$ cat src/rtl/instr_decode_regfile.sv
// Decode stage: instruction field split, control selects, 16 x bus register file.
// Define RF_BYPASS_EN to forward same-cycle write-back data onto the read ports.
module instr_decode_regfile #(
    parameter int bus = 32
) (
    input  logic           clk,
    input  logic           rst_n,
    input  logic [31:0]    instruction,
    input  logic [bus-1:0] WBd,
    input  logic [bus-1:0] PCi,
    input  logic [3:0]     RDwb,
    input  logic           WE,
    input  logic [3:0]     CPSR,
    output logic [bus-1:0] OPA,
    output logic [bus-1:0] OPB,
    output logic [bus-1:0] STR_DATA,
    output logic [bus-1:0] PCo,
    output logic [bus-1:0] RKo,
    output logic [3:0]     RDo,
    output logic [1:0]     FUNTYPE,
    output logic [1:0]     FUNCODE,
    output logic           selWB,
    output logic           selMEMRD,
    output logic           selMEMWR,
    output logic           selCACHEWR,
    output logic           selCACHESH,
    output logic           selBRANCH
);

    logic [1:0]     funtype;
    logic [1:0]     funcode;
    logic [3:0]     rd;
    logic [3:0]     ra;
    logic [3:0]     rb;
    logic [14:0]    imm15;
    logic           imm_flag;
    logic [bus-1:0] regs [16];
    logic [bus-1:0] rd_a;
    logic [bus-1:0] rd_b;
    logic [bus-1:0] rd_d;
    logic [bus-1:0] imm_zext;
    logic [bus-1:0] imm_sext;
    logic [bus-1:0] target;
    logic           is_branch;

    assign funtype   = instruction[31:30];
    assign funcode   = instruction[29:28];
    assign rd        = instruction[27:24];
    assign ra        = instruction[23:20];
    assign rb        = instruction[19:16];
    assign imm15     = instruction[15:1];
    assign imm_flag  = instruction[0];

    assign imm_zext  = {{(bus-15){1'b0}}, imm15};
    assign imm_sext  = {{(bus-15){imm15[14]}}, imm15};
    assign target    = PCi + imm_sext;
    assign is_branch = (funtype == 2'b10);

    assign FUNTYPE   = funtype;
    assign FUNCODE   = funcode;
    assign RDo       = rd;
    assign STR_DATA  = rd_d;
    assign RKo       = rd_b;

    // Register file write port: synchronous clear has priority over write-back.
    always_ff @(posedge clk) begin
        if (!rst_n) begin
            for (int i = 0; i < 16; i++) begin
                regs[i] <= '0;
            end
        end else if (WE) begin
            regs[RDwb] <= WBd;
        end
    end

    // Asynchronous read ports, optionally forwarding the pending write-back.
    always_comb begin
        rd_a = regs[ra];
        rd_b = regs[rb];
        rd_d = regs[rd];
`ifdef RF_BYPASS_EN
        if (rst_n && WE) begin
            if (RDwb == ra) rd_a = WBd;
            if (RDwb == rb) rd_b = WBd;
            if (RDwb == rd) rd_d = WBd;
        end
`else
`endif
    end

    // Operand muxing and next-PC selection.
    always_comb begin
        OPA = is_branch ? PCi : rd_a;
        OPB = imm_flag ? imm_zext : rd_b;
        PCo = PCi;
        if (is_branch) begin
            if (funcode == 2'b00) begin
                PCo = target;
            end else if (funcode == 2'b01 && CPSR[2]) begin
                PCo = target;
            end
        end
    end

    // Control select decode from the 4-bit class/operation code.
    always_comb begin
        selWB      = 1'b0;
        selMEMRD   = 1'b0;
        selMEMWR   = 1'b0;
        selCACHEWR = 1'b0;
        selCACHESH = 1'b0;
        selBRANCH  = 1'b0;
        case ({funtype, funcode})
            4'b0000,
            4'b0001,
            4'b0010: selWB = 1'b1;
            4'b0100: begin
                selWB    = 1'b1;
                selMEMRD = 1'b1;
            end
            4'b0101: selMEMWR = 1'b1;
            4'b1000,
            4'b1001: begin
                selWB     = 1'b1;
                selBRANCH = 1'b1;
            end
            4'b1100: selWB = 1'b1;
            4'b1101: selCACHEWR = 1'b1;
            4'b1110: selWB = 1'b1;
            4'b1111: selCACHESH = 1'b1;
            default: ;
        endcase
    end

endmodule

$ cat config.mk
export PLATFORM = sky130hd
export DESIGN_NAME = instr_decode_regfile
export DESIGN_NICKNAME = d
export VERILOG_FILES = /design/src/rtl/instr_decode_regfile.sv
export SDC_FILE = /design/constraint.sdc
export NUM_CORES = 1
export LEC_CHECK = 0
export ABC_AREA = 1
export ABC_CLOCK_PERIOD_IN_PS = 3300
export CELL_PAD_IN_SITES_DETAIL_PLACEMENT = 1
export CELL_PAD_IN_SITES_GLOBAL_PLACEMENT = 1
export CORE_ASPECT_RATIO = 0.5
export CORE_MARGIN = 3
export CORE_UTILIZATION = 31
export DETAILED_ROUTE_END_ITERATION = 8
export PLACE_DENSITY = 0.62
export SLEW_MARGIN = 20
export SYNTH_ARGS = -nofsm -noshare
export SYNTH_HDL_FRONTEND = slang
export SYNTH_SLANG_ARGS = --single-unit
$ cat constraint.sdc
create_clock -name clk -period 3.3 [get_ports clk]
set_input_delay 0.66 -clock clk [delete_from_list [all_inputs] [get_ports clk]]
set_output_delay 0.66 -clock clk [all_outputs]
set_load 0.01 [all_outputs]
==> metrics.txt <==
initial antenna violation count=2; Synth warnings=0; fin crit share=0.990; CTS tree=built; Worst-Margin Slew=between 0.8 and 0.9 ns; DP Wirelength=121 mm; clock slew at reported path FFs=0.06 ns; sequential share of the synthesized area=0.436; Fillers=13.4k; num rows=86; worst hold path type=primary input to flip-flop; post-layout min period=around 3.3 ns; area delta synth->final=28.1%; Cell Area, Synth=about 0.035 mm^2; gp weighted congestion=just under 0.9; Ports=281; Wirelength per Cell=roughly 28 um; worst path bufs/invs=7; most common flop cell mapped by yosys=edfxtp_1; ranking of synthesized cells by area=edfxtp_1 44%, o21ai_0 8.4%, a21oi_1 8.3%, nand2_1 7.7%, nor2_1 6.5%; share of cells above drive strength 1=0.150; Slew Viols, Final=0; leakage=roughly 18 nW; Crit path max-delay family=buffers and inverters; Worst Setup Start Kind=primary input; Hold Slack=approximately 0.95 ns; Initial Util=0.316; crit-path most repeated cell=buf_4; largest net degree at the start of global routing=74; #FFs+latches synth=about 510; GRT Total Usage=0.301; power per cell area=~420 mW/mm^2; post-synthesis area per instance=between 7 and 8 um^2; Die X=around 480 um; Synth cell types=40; max reg flops=between 500 and 600; TritonRoute pass-1 iters=5; first-pass GRT wire length=approximately 260 mm; post-route cell area=~0.045 mm^2; Biggest register=regs; TritonCTS Sinks=~510; max_slew headroom=0.408; Cells after Synth=roughly 4.7k; Slowest cell on crit path=clkdlybuf4s50_1; CP Max Fanout=13; Inserted Clock Buffers=57; Final ANT Viol Nets=0; die height=around 240 um; top-count cell post-synth=nand2_1; run status=completed; global route overflow=0; fmax=about 310 MHz; final non-filler cell total=about 6.6k; DR iter-0 viols=between 4k and 5k; max-cap viol count=0; Remaining DRCs=0; crit path cell chain=clkdlybuf4s50_1, clkinv_1, buf_12, buf_4, nor2_1, buf_4, a31oi_2, buf_4, clkdlybuf4s50_1; Vias=between 30k and 40k; worst-case clock buffer depth=3; via/cell ratio=about 6; arrival time at the worst endpoint=between 2 and 3 ns; Placed Instances=6466; Max stage delay on crit path=about 0.53 ns; vias in the first global route=between 30k and 40k; Top Registers=regs (512); H-tree depth=2; share of the synthesized area in the top cell type=0.436; area of the core=0.111 mm^2; # setup viols final=0; Hold Fails Final Rpt=0; Post-synth EDFFs=around 510; Post-DP Area=around 0.042 mm^2; nets@finish=just over 5k; CP Data Required Time=2.64 ns; net count after synthesis=approximately 4.8k; fin util=0.405; Post-synth top cells=724 x nand2_1, 610 x nor2_1, 591 x o21ai_0; Sum Neg Setup Slack=0 ns; Post-synth ARST share=0; IR Drop Worst-Case VDD=between 300 and 400 uV; Worst setup EP type=output port; IO buf count=277; antenna diode count=0; die area=~0.12 mm^2; final WL=between 150 and 200 mm; root buf cell=clkbuf_16; Synth area leader=edfxtp_1; WS Path Type=primary input to output port
-- cells in the final DEF (no fill, tap or decap), types with 5 or more instances in the layout --
| cell type | Yosys | layout |
|---|---|---|
| clkdlybuf4s50_1 | 0 | 156 |
| nand2_2 | 0 | 73 |
| o21ai_1 | 163 | 204 |
| buf_4 | 13 | 302 |
| clkbuf_1 | 226 | 14 |
| o221ai_2 | 9 | 9 |
| nand3_1 | 319 | 308 |
| clkbuf_16 | 0 | 62 |
| ha_4 | 0 | 30 |
| dlymetal6s2s_1 | 0 | 14 |
| buf_16 | 0 | 6 |
| nor2_2 | 0 | 15 |
| o211ai_1 | 173 | 173 |
| a21oi_1 | 588 | 572 |
| nand3b_1 | 5 | 5 |
| nand2_4 | 0 | 6 |
| clkinv_1 | 3 | 15 |
| a31oi_1 | 15 | 13 |
| o22ai_1 | 25 | 25 |
| clkdlybuf4s15_1 | 0 | 7 |
| o221ai_1 | 35 | 35 |
| edfxtp_1 | 512 | 512 |
| inv_2 | 2 | 5 |
| buf_2 | 113 | 7 |
| xnor2_1 | 10 | 10 |
| nor2_1 | 610 | 591 |
| buf_12 | 1 | 111 |
| o21ai_0 | 591 | 550 |
| buf_6 | 30 | 8 |
| clkinv_2 | 0 | 12 |
| clkbuf_2 | 4 | 20 |
| nor3_2 | 4 | 9 |
| a21oi_2 | 30 | 45 |
| nand2_1 | 724 | 645 |
| inv_1 | 409 | 404 |
| dlygate4sd2_1 | 0 | 62 |
| nand3_2 | 0 | 9 |
-- area by class of cell --
type | instances | area [um^2] | share of cell area
clock inverters | 27 | 176 | 0.00390
repair buffers | 705 | 7490 | 0.166
flip-flops and latches | 512 | 15400 | 0.340
repair inverters | 2 | 17.5 | 0.000388
clock buffers | 72 | 1500 | 0.0333
inverters | 415 | 1580 | 0.0349
multi-input cells | 3355 | 17200 | 0.380
well taps | 1496 | 1870 | 0.0414
-- tightest hold or removal path: stages --
cell	delay, ns
clkdlybuf4s50_1	0.46
inv_1	0.22
nor2_1	0.16
-- kinds of logic after synthesis --
group / share of synthesized area
compound gates: 0.255
fa+ha+maj: 0.0116
simple gates: 0.192
flops: 0.436
buf+inv: 0.102
xor+xnor: 0.00298
-- per-layer routing --
layer,routed length (um),share of wire,vias to the layer above,global-route usage
met3,16500,0.089,378,0.0343
li1,-,-,16900,-
met5,13,0.000070,-,0
met4,8990,0.049,2,0.133
met2,81900,0.44,1954,0.475
met1,77900,0.42,19400,0.415
-- through the flow --
stage	worst slack, ns	power (mW)
after global placement	-0.775	12.6
after floorplan	0.434	10.1
after global routing	-0.0272	19.6
after detailed placement	-0.793	12.7
after CTS	-0.208	18.9
final	0.0322	19.0
-- worst paths after layout --
check	from	endpoint	slack [ns]	cells after the start
setup / recovery	instruction[0]	OPB[0]	0.03	9
hold / removal	WBd[23]	regs[5][23]$_SDFFCE_PN0P_	0.95	3
-- power by group --
part | internal [mW] | switching, mW | total [mW]
Combinational | 1.89 | 3.17 | 5.05
Clock | 3.28 | 2.87 | 6.15
Sequential | 7.53 | 0.218 | 7.75
-- repair_timing --
| item | CTS | global route |
|---|---|---|
| pin swaps | 25 | 21 |
| setup buffers | 7 | 2 |
| endpoints found under the setup margin | 68 | 65 |
| gates cloned | 6 | 4 |
| resized for setup | 263 | 127 |
| hold buffers | 0 | 0 |
| hold endpoints to repair | 0 | 0 |
(Power assumes the default switching activity.)
